`config.mk`:
```
export PLATFORM = sky130hd
export DESIGN_NAME = register_status_issue_flat
export DESIGN_NICKNAME = d
export VERILOG_FILES = /design/src/rtl/register_status_issue_pkg.sv /design/src/rtl/register_status_issue_if.sv /design/src/rtl/register_status_issue_tag_allocator.sv /design/src/rtl/register_status_issue.sv /design/src/flat_wrapper.sv
export SDC_FILE = /design/constraint.sdc
export NUM_CORES = 2
export LEC_CHECK = 0
export ABC_CLOCK_PERIOD_IN_PS = 4700
export BUFFER_PORTS_ARGS = -buffer_cell sky130_fd_sc_hd__buf_2
export CAP_MARGIN = 10
export CORE_ASPECT_RATIO = 0.7
export CORE_MARGIN = 1
export CORE_UTILIZATION = 30
export DETAILED_ROUTE_END_ITERATION = 6
export GPL_TIMING_DRIVEN = 0
export SYNTH_ARGS = -nofsm -noshare
export SYNTH_HDL_FRONTEND = slang
export SYNTH_SLANG_ARGS = --single-unit
```
`constraint.sdc`:
```
create_clock -name clk -period 4.7 [get_ports clk]
set_input_delay 0.705 -clock clk [delete_from_list [all_inputs] [get_ports clk]]
set_output_delay 0.705 -clock clk [all_outputs]
set_load 0.02 [all_outputs]
```
`src/rtl/register_status_issue_pkg.sv`:
```
// Shared types and constants for the issue stage and the reservation station.
//   NREG  : architectural register count (r0 reads as zero)
//   TAGW  : producer tag width; tag 0 (NO_TAG) means "value is in the regfile"
//   DATAW : data width
//   CTRLW : operation control width
package register_status_issue_pkg;
    localparam int NREG  = 32;
    localparam int TAGW  = 5;
    localparam int DATAW = 32;
    localparam int CTRLW = 6;
    localparam int REGW  = $clog2(NREG);
    localparam int NTAG  = 1 << TAGW;

    typedef logic [TAGW-1:0]  tag_t;
    typedef logic [DATAW-1:0] data_t;
    typedef logic [CTRLW-1:0] ctrl_t;
    typedef logic [REGW-1:0]  reg_idx_t;

    localparam tag_t NO_TAG = '0;

    // Resolved source operand as written into the reservation station.
    typedef struct packed {
        data_t val;
        logic  rdy;
        tag_t  tag;
    } src_res_t;
endpackage

```
`src/rtl/register_status_issue_if.sv`:
```
// Issue-side bundle: decoded instruction handshake, reservation station write
// port and result broadcast (CDB) snoop.
// Handshake: an instruction is consumed in every cycle where inst_valid and
// inst_ready are both high; inst_ready never depends on inst_valid.
//   slave  : the issue stage view
//   master : the decoder / reservation station / CDB environment view
interface register_status_issue_if;
    logic                             inst_valid;
    logic                             inst_ready;
    register_status_issue_pkg::reg_idx_t src1;
    register_status_issue_pkg::reg_idx_t src2;
    register_status_issue_pkg::reg_idx_t dst;
    logic                             has_dst;
    register_status_issue_pkg::ctrl_t ctrl;
    logic                             rs_full;
    logic                             rs_write;
    register_status_issue_pkg::data_t rs_val1;
    register_status_issue_pkg::data_t rs_val2;
    logic                             rs_val1_r;
    logic                             rs_val2_r;
    register_status_issue_pkg::tag_t  rs_tag1;
    register_status_issue_pkg::tag_t  rs_tag2;
    register_status_issue_pkg::tag_t  rs_dest_tag;
    register_status_issue_pkg::ctrl_t rs_ctrl;
    logic                             cdb_valid;
    register_status_issue_pkg::tag_t  cdb_tag;
    register_status_issue_pkg::data_t cdb_data;

    modport slave (
        input  inst_valid, src1, src2, dst, has_dst, ctrl, rs_full,
        input  cdb_valid, cdb_tag, cdb_data,
        output inst_ready, rs_write, rs_val1, rs_val2, rs_val1_r, rs_val2_r,
        output rs_tag1, rs_tag2, rs_dest_tag, rs_ctrl
    );

    modport master (
        output inst_valid, src1, src2, dst, has_dst, ctrl, rs_full,
        output cdb_valid, cdb_tag, cdb_data,
        input  inst_ready, rs_write, rs_val1, rs_val2, rs_val1_r, rs_val2_r,
        input  rs_tag1, rs_tag2, rs_dest_tag, rs_ctrl
    );
endinterface

```
`src/rtl/register_status_issue_tag_allocator.sv`:
```
// Producer tag allocator: free bitmap plus lowest-free priority encoder.
//   clk, rst   : clock, asynchronous active-low reset (all tags 1.. free)
//   alloc_en   : consume alloc_tag this cycle
//   free_en    : return free_tag this cycle (NO_TAG ignored)
//   alloc_tag  : lowest free tag from the registered bitmap, NO_TAG if none
//   tag_avail  : at least one tag is free
module register_status_issue_tag_allocator
    import register_status_issue_pkg::*;
(
    input  logic clk,
    input  logic rst,
    input  logic alloc_en,
    input  logic free_en,
    input  tag_t free_tag,
    output tag_t alloc_tag,
    output logic tag_avail
);
    logic [NTAG-1:0] free_q;
    logic [NTAG-1:0] free_d;

    // Descending scan so the lowest free index is the last one written.
    always_comb begin
        alloc_tag = NO_TAG;
        for (int t = NTAG - 1; t >= 1; t--) begin
            if (free_q[t]) alloc_tag = tag_t'(t);
        end
    end

    assign tag_avail = |free_q[NTAG-1:1];

    // Free before allocate: a broadcast of a tag that is not busy must not
    // undo an allocation of that same tag in the same cycle.
    always_comb begin
        free_d = free_q;
        if (free_en && free_tag != NO_TAG) free_d[free_tag] = 1'b1;
        if (alloc_en && tag_avail) free_d[alloc_tag] = 1'b0;
        free_d[0] = 1'b0;
    end

    always_ff @(posedge clk or negedge rst) begin
        if (!rst) free_q <= {{(NTAG-1){1'b1}}, 1'b0};
        else      free_q <= free_d;
    end
endmodule

```
`src/rtl/register_status_issue.sv`:
```
// Issue stage: architectural register file, per-register producer tag table
// and tag allocator. Resolves each source of the incoming instruction to a
// value or a pending tag and writes the reservation station in the same cycle;
// snoops the CDB to retire tags into the register file.
//   clk, rst : clock, asynchronous active-low reset
//   bus      : instruction handshake, RS write port and CDB (slave view)
module register_status_issue
    import register_status_issue_pkg::*;
(
    input  logic                    clk,
    input  logic                    rst,
    register_status_issue_if.slave  bus
);
    data_t    regfile_q [NREG];
    data_t    regfile_d [NREG];
    tag_t     status_q  [NREG];
    tag_t     status_d  [NREG];

    logic     alloc_needed;
    logic     tag_avail;
    logic     issue;
    logic     cdb_hit;
    tag_t     alloc_tag;
    src_res_t res1;
    src_res_t res2;

    // Priority: r0, committed value, same-cycle CDB bypass, pending tag.
    function automatic src_res_t resolve(input reg_idx_t s, input tag_t st,
                                         input data_t rv, input logic hit,
                                         input tag_t ct, input data_t cd);
        src_res_t r;
        r = '{val: '0, rdy: 1'b1, tag: NO_TAG};
        if (s != '0) begin
            if (st == NO_TAG) begin
                r.val = rv;
            end else if (hit && ct == st) begin
                r.val = cd;
            end else begin
                r.rdy = 1'b0;
                r.tag = st;
            end
        end
        return r;
    endfunction

    assign alloc_needed = bus.has_dst && (bus.dst != '0);
    assign cdb_hit      = bus.cdb_valid && (bus.cdb_tag != NO_TAG);
    assign issue        = bus.inst_valid && bus.inst_ready;

    assign bus.inst_ready = !bus.rs_full && (tag_avail || !alloc_needed);
    assign bus.rs_write   = issue;

    // Sources always see pre-issue status, so src == dst reads the old producer.
    always_comb begin
        res1 = resolve(bus.src1, status_q[bus.src1], regfile_q[bus.src1],
                       cdb_hit, bus.cdb_tag, bus.cdb_data);
        res2 = resolve(bus.src2, status_q[bus.src2], regfile_q[bus.src2],
                       cdb_hit, bus.cdb_tag, bus.cdb_data);
    end

    assign bus.rs_val1     = res1.val;
    assign bus.rs_val1_r   = res1.rdy;
    assign bus.rs_tag1     = res1.tag;
    assign bus.rs_val2     = res2.val;
    assign bus.rs_val2_r   = res2.rdy;
    assign bus.rs_tag2     = res2.tag;
    assign bus.rs_dest_tag = alloc_needed ? alloc_tag : NO_TAG;
    assign bus.rs_ctrl     = bus.ctrl;

    // CDB retire first, then rename, so a new producer overrides the clear
    // of status[dst] while regfile[dst] still takes the broadcast value.
    always_comb begin
        regfile_d = regfile_q;
        status_d  = status_q;
        if (cdb_hit) begin
            for (int r = 0; r < NREG; r++) begin
                if (status_q[r] == bus.cdb_tag) begin
                    regfile_d[r] = bus.cdb_data;
                    status_d[r]  = NO_TAG;
                end
            end
        end
        if (issue && alloc_needed) status_d[bus.dst] = alloc_tag;
    end

    always_ff @(posedge clk or negedge rst) begin
        if (!rst) begin
            for (int r = 0; r < NREG; r++) begin
                regfile_q[r] <= '0;
                status_q[r]  <= NO_TAG;
            end
        end else begin
            regfile_q <= regfile_d;
            status_q  <= status_d;
        end
    end

    register_status_issue_tag_allocator u_tag_allocator (
        .clk       (clk),
        .rst       (rst),
        .alloc_en  (issue && alloc_needed),
        .free_en   (cdb_hit),
        .free_tag  (bus.cdb_tag),
        .alloc_tag (alloc_tag),
        .tag_avail (tag_avail)
    );
endmodule

```
`src/flat_wrapper.sv`:
```
// flat-port wrapper written by rule: the top's interface ports become plain ports
module register_status_issue_flat import register_status_issue_pkg::*;
  (clk, rst, bus_inst_valid, bus_src1, bus_src2, bus_dst, bus_has_dst, bus_ctrl, bus_rs_full, bus_cdb_valid, bus_cdb_tag, bus_cdb_data, bus_inst_ready, bus_rs_write, bus_rs_val1, bus_rs_val2, bus_rs_val1_r, bus_rs_val2_r, bus_rs_tag1, bus_rs_tag2, bus_rs_dest_tag, bus_rs_ctrl);
  register_status_issue_if bus_i ();
  input  logic clk;
  input  logic rst;
  input wire logic [$bits(bus_i.inst_valid)-1:0] bus_inst_valid;
  input wire logic [$bits(bus_i.src1)-1:0] bus_src1;
  input wire logic [$bits(bus_i.src2)-1:0] bus_src2;
  input wire logic [$bits(bus_i.dst)-1:0] bus_dst;
  input wire logic [$bits(bus_i.has_dst)-1:0] bus_has_dst;
  input wire logic [$bits(bus_i.ctrl)-1:0] bus_ctrl;
  input wire logic [$bits(bus_i.rs_full)-1:0] bus_rs_full;
  input wire logic [$bits(bus_i.cdb_valid)-1:0] bus_cdb_valid;
  input wire logic [$bits(bus_i.cdb_tag)-1:0] bus_cdb_tag;
  input wire logic [$bits(bus_i.cdb_data)-1:0] bus_cdb_data;
  output wire logic [$bits(bus_i.inst_ready)-1:0] bus_inst_ready;
  output wire logic [$bits(bus_i.rs_write)-1:0] bus_rs_write;
  output wire logic [$bits(bus_i.rs_val1)-1:0] bus_rs_val1;
  output wire logic [$bits(bus_i.rs_val2)-1:0] bus_rs_val2;
  output wire logic [$bits(bus_i.rs_val1_r)-1:0] bus_rs_val1_r;
  output wire logic [$bits(bus_i.rs_val2_r)-1:0] bus_rs_val2_r;
  output wire logic [$bits(bus_i.rs_tag1)-1:0] bus_rs_tag1;
  output wire logic [$bits(bus_i.rs_tag2)-1:0] bus_rs_tag2;
  output wire logic [$bits(bus_i.rs_dest_tag)-1:0] bus_rs_dest_tag;
  output wire logic [$bits(bus_i.rs_ctrl)-1:0] bus_rs_ctrl;
  assign bus_i.inst_valid = bus_inst_valid;
  assign bus_i.src1 = bus_src1;
  assign bus_i.src2 = bus_src2;
  assign bus_i.dst = bus_dst;
  assign bus_i.has_dst = bus_has_dst;
  assign bus_i.ctrl = bus_ctrl;
  assign bus_i.rs_full = bus_rs_full;
  assign bus_i.cdb_valid = bus_cdb_valid;
  assign bus_i.cdb_tag = bus_cdb_tag;
  assign bus_i.cdb_data = bus_cdb_data;
  assign bus_inst_ready = bus_i.inst_ready;
  assign bus_rs_write = bus_i.rs_write;
  assign bus_rs_val1 = bus_i.rs_val1;
  assign bus_rs_val2 = bus_i.rs_val2;
  assign bus_rs_val1_r = bus_i.rs_val1_r;
  assign bus_rs_val2_r = bus_i.rs_val2_r;
  assign bus_rs_tag1 = bus_i.rs_tag1;
  assign bus_rs_tag2 = bus_i.rs_tag2;
  assign bus_rs_dest_tag = bus_i.rs_dest_tag;
  assign bus_rs_ctrl = bus_i.rs_ctrl;
  register_status_issue u_core (.clk(clk), .rst(rst), .bus(bus_i));
endmodule
```
# Yosys cells after proc, flatten, opt, wreduce, memory -nomap -nowiden
# Index checks and enable logic that the tools add are counted.
# op_classes
eq_ne,34
reduce_logical,54
bitwise,6
order_cmp,8
muxes,97
# op_table
operator,n
$mux 5,69
$bmux 32 s5,2
$mux 160,2
$mux 32,10
$eq 5x5->1,34
$bwmux 160,1
$mux 38,2
$reduce_and 2->1,32
$bmux 5 s5,2
$and 32x32->32,1
$not 32->32,1
$or 32x32->32,1
$reduce_or 31->1,1
$demux 5 s5,1
$mux 6,4
$reduce_bool 5->1,4
$ge 6x6->1 const B,3
$not 5->6,3
$logic_and 1x1->1,12
$lt 5x6->1 const B,2
$demux 1 s5,2
$ge 5x1->1 const B,2
$logic_not 5->1,2
$lt 6x1->1 const B,1
other kinds (3),5
# word_totals
word_cells,264
inputBits,64
out_inout_bits,89
ff_bits,1215

# Logic depth before layout (Yosys ltp)
# logic_depth
depth_word,38
mapped_depth,13
depth_no_buf,7

# Hierarchy
# Synthesis repeated with hierarchy kept, for this count alone.
# unflattened
cells_unflattened,4664
area_unflattened_um2,67772.5
# modules_own_cells
mod,n_inst,seq_area_each_um2,cells_each,area_each_um2
register_status_issue,1,29628.4,4452,65909.5
register_status_issue_tag_allocator,1,814.5,212,1863.0

# Least setup slack after synthesis
# OpenSTA, ideal clock, no wires.
# synth_timing
path_kind,input to output
startpoint,input port bus_src2[2]
endpoint,output port bus_rs_val2[10]
stages,10
arrival_ps,3411
path_slack_ps,584
required_time_ps,3995
n_path_buf,4
cell_sequence,buf_2 > buf_2 > buf_1 > mux4_2 > a221oi_1 > nand3_1 > nor4_1 > nand3_1 > buf_2 > o22ai_1
# synth_between
elab_chain_len,9
elab_cells_between_ends,14
classes_between,1 x eq/ne; 9 x mux; 1 x bitwise; 3 x reduce/logical
# synth_rtl
element,line,text
from (decl),flat_wrapper.sv:9,input wire logic [$bits(bus_i.src2)-1:0] bus_src2;
$not 5->6 (implied by the code),register_status_issue.sv:57,"res2 = resolve(bus.src2, status_q[bus.src2], regfile_q[bus.src2],"
$bmux 5 s5,register_status_issue.sv:57,
$mux 5 (implied by the code) (2 in series),register_status_issue.sv:57,
$eq 5x5->1,register_status_issue.sv:36,end else if (hit && ct == st) begin
$logic_and 1x1->1,register_status_issue.sv:36,
$mux 32,register_status_issue.sv:36,
$mux 32,register_status_issue.sv:34,if (st == NO_TAG) begin
$mux 38 (*),register_status_issue.sv:33,if (s != '0) begin
to (decl),flat_wrapper.sv:20,output wire logic [$bits(bus_i.rs_val2)-1:0] bus_rs_val2;
# Every way passes the cells marked *; elsewhere a longest branch is shown, timed or not. The select of a mux whose other input is x is not followed.

# Worst setup path in the final report
# layout_timing
startpoint,input port bus_src1[2]
endpoint,output port bus_rs_val1[21]
# layout_between
elab_chain_len,9
elab_cells_between_ends,14
classes_between,1 x eq/ne; 9 x mux; 1 x bitwise; 3 x reduce/logical
# layout_rtl
element,line,text
from (decl),flat_wrapper.sv:8,input wire logic [$bits(bus_i.src1)-1:0] bus_src1;
$not 5->6 (implied by the code),register_status_issue.sv:55,"res1 = resolve(bus.src1, status_q[bus.src1], regfile_q[bus.src1],"
$bmux 5 s5,register_status_issue.sv:55,
$mux 5 (implied by the code) (2 in series),register_status_issue.sv:55,
$eq 5x5->1,register_status_issue.sv:36,
$logic_and 1x1->1,register_status_issue.sv:36,
$mux 32,register_status_issue.sv:36,
$mux 32,register_status_issue.sv:34,
$mux 38 (*),register_status_issue.sv:33,
to (decl),flat_wrapper.sv:19,output wire logic [$bits(bus_i.rs_val1)-1:0] bus_rs_val1;
# Marks and branches as above.

==> results.py <==
metrics = {
    "outcome": {
        "outcome": "finished, violations left",
        "violations": "negative setup slack",
    },
    "finish": {
        "nNetsFinal": 4999,
        "layout_commonest_cell": "dfrtp_1",
        "fin_util_pct": 35.63,
        "stdcell_area_um2": 79630,
        "layout_common_cells": "dfrtp_1, mux2_2, mux4_2, clkbuf_1, o21ai_0",
        "areaGrowthSynthToFinish_pct": 17.77,
        "fill_cells": 21344,
        "drive_gt1_share_pct": 49.20,
        "final_cells": 8058,
    },
    "timing": {
        "setup_viol": 38,
        "skew_ns": 0.04916,
        "fin_crit_ns": 4.904,
        "period_share_pct": 104.3,
        "setup_tns_ns": -3.525,
        "rsz0062_at_grt": "yes",
        "holdWs_ns": 0.2379,
        "timing.slew.headroom_pct": 4.112,
        "clock.fmax_mhz": 203.9,
        "hold_viol_final": 0,
        "slew_viol_final": 0,
        "tightest_slew_ns": 1.438,
        "setup_ws_ns": -0.2039,
    },
    "detailed_routing": {
        "drc": 0,
        "post_drt_wl_per_cell_um": 31.88,
        "routed_wl_um": 256900,
        "drt_iter0_markers": 5816,
        "route.vias.total": 47375,
        "antenna_left": 0,
        "drt_pass1_iterations": 6,
        "avgViaCountPerCell": 5.879,
    },
    "power_and_ir_drop": {
        "pwr_density_cell_nw_per_um2": 483.5,
        "power_switching_mw": 12.31,
        "vdd_drop_max_uv": 348.9,
        "p_clk_share_pct": 28.3,
        "comb_power_share_pct": 29.8,
        "seqPwrFrac_pct": 41.9,
        "p_leak_nw": 32.54,
        "power.total_mw": 38.50,
        "switching_share_pct": 31.98,
        "intPower_mw": 26.19,
    },
    "cts": {
        "clk_latency_ns": 0.81,
        "clkTransAtPathRegs_ns": 0.06,
        "cts_tree": "done",
        "cts_buffers": 134,
        "htree_levels": 4,
        "cts_sinks": 1215,
        "cts_root_buffer": "clkbuf_16",
        "cts.path.max_buffers": 3,
    },
    "critical_path": {
        "worst_setup_path_start_kind": "primary input",
        "worstPathMaxFanout": 10,
        "cp-end-kind": "primary output",
        "crit_required_ns": 3.99,
        "arrival_ns": 4.20,
        "path_class": "primary input to primary output",
        "max_stage_delay_ns": 0.63,
        "cp_slowest_cell": "or4_4",
        "critPathLaunch": "bus_src1[2]",
        "r2r_start": "u_core.u_tag_allocator.free_q[3]$_DFF_PN1_",
        "worstPathCellList": "buf_2 > buf_4 > buf_2 > mux2i_1 > a22oi_1 > nand3_1 > a31o_2 > nand4b_1 > or4_4 > buf_12 > buf_12 > o22ai_4 > buf_6",
        "r2r_slack_ns": 1.14,
    },
    "synth": {
        "netlist_instances": 4585,
        "ys_seq_area_share_pct": 45.02,
        "postSynth.asyncResetShare_pct": 100.0,
        "synth-seq-cells": 1215,
        "synth-main-ff-cell": "dfrtp_1",
        "syn_area_um2": 67620,
        "synth_nets": 4649,
        "synth_edf_count": 0,
        "syn_avg_cell_area_um2": 14.75,
        "yosys_warnings": 0,
        "synth_cell_type_count": 59,
    },
    "floorplan": {
        "io_pins": 153,
        "die_h_um": 399.2,
        "start_util_pct": 30.25,
        "core_area_um2": 223500,
        "rows": 145,
        "die_x_um": 569.4,
        "fp.dieArea_um2": 227300,
    },
    "placement": {
        "globalplace.congestion": 0.9591,
        "dp_worst_setup_slack_ns": -2.598,
        "dpl_cell_area_um2": 73270,
        "post-dp-hpwl_um": 189400,
        "placed_cells": 7791,
        "io_buffers": 139,
    },
    "grt": {
        "grt.total_usage_pct": 22.49,
        "grt_max_degree": 171,
        "grt_pass1_vias": 46780,
        "antenna_found_initial": 23,
        "grt_pass1_wl_um": 363600,
        "grt.overflow.total": 0,
    },
    "min_path": {
        "min-delay-start": "bus_cdb_data[6]",
        "min-delay-path-class": "primary input to flip-flop",
    },
    "job": {
        "max_cap_viol_count": 0,
    },
}
## kinds of logic after synthesis
kind of cell / share of synthesized area, %
flops: 45.02
buf+inv: 2.818
simple gates: 4.580
xor+xnor: 2.137
compound gates: 3.455
mux: 41.99
## Yosys cell counts (19+ instances only)
library cell | instances | area, um^2
nor2_1 | 28 | 105.1
nand3b_1 | 147 | 1104
dfstp_2 | 31 | 814.5
o22ai_1 | 46 | 287.8
o21ai_0 | 159 | 795.8
nor3_1 | 19 | 95.09
a22oi_1 | 21 | 157.7
nor4_2 | 30 | 375.4
a31oi_1 | 36 | 225.2
nand2_1 | 125 | 469.2
clkbuf_1 | 321 | 1205
mux2_2 | 1026 | 11550
mux4_2 | 684 | 15400
mux2i_1 | 143 | 1431
buf_2 | 59 | 295.3
buf_1 | 59 | 221.5
dfrtp_1 | 1184 | 29630
xnor2_1 | 99 | 867.1
nand3_1 | 72 | 360.4
o22ai_2 | 19 | 237.7
xor2_1 | 66 | 578.1
a21oi_1 | 62 | 310.3
## final timing paths
path / endpoint / depth (start not counted)
min in group asynchronous: u_core.status_q[46]$_DFF_PN0_ / 2
max in group asynchronous: u_core.regfile_q[847]$_DFFE_PN0P_ / 4
worst max-delay path: bus_rs_val1[21] / 13
worst min-delay path: u_core.regfile_q[934]$_DFFE_PN0P_ / 2
worst min register to register: u_core.regfile_q[931]$_DFFE_PN0P_ / 1
worst max register to register: u_core.status_q[40]$_DFF_PN0_ / 6
## what timing repair did
item                       in CTS  in global routing
setup endpoints to repair      77                 72
setup buffers                  13                  5
resized for setup             372                102
hold buffers                    1                  0
cloned                          0                  1
hold endpoints to repair       75                  0
pin swaps                      14                 22
## registers in the layout, indices dropped and copies added (netlist names)
name                           cells
u_core.regfile_q                1024
u_core.status_q                  160
u_core.u_tag_allocator.free_q     31
## layout make-up
class                      count  area (um^2)  share of cell area (%)
multi-input combinational   2904        36360                   45.67
sequential                  1215        30460                   38.25
clock buffer                 190         3844                   4.827
tap                         3013         3770                   4.734
buffer                       451         2375                   2.982
timing repair buffer         217         2140                   2.687
clock inverter                50        618.1                  0.7762
inverter                      12        45.04                 0.05657
antenna                        6        15.01                 0.01886
## layer usage
layer	track usage, %	routed length (um)	vias to the layer above
met5	0.5231	336	-
met4	7.186	8575	22
met3	8.461	30770	449
met2	31.20	106800	2658
met1	32.03	110500	25715
li1	-	-	18531
## power groups by stage
stage | logic [mW] | clock network, mW | registers, mW
2_1_floorplan | 7.79 | 0 | 15.3
3_3_place_gp | 10.5 | 0 | 15.9
3_5_place_dp | 10.8 | 0 | 16.2
4_1_cts | 11.3 | 11.0 | 16.0
5_1_grt | 12.0 | 11.5 | 16.5
6_report | 11.5 | 10.9 | 16.1
## critical path, delay by kind of cell
kind            cells  cell delay [ns]
compound gates      3             0.54
buf+inv             6             1.52
mux                 1             0.40
simple gates        3             0.95
Power figures use the tool's default switching activity.
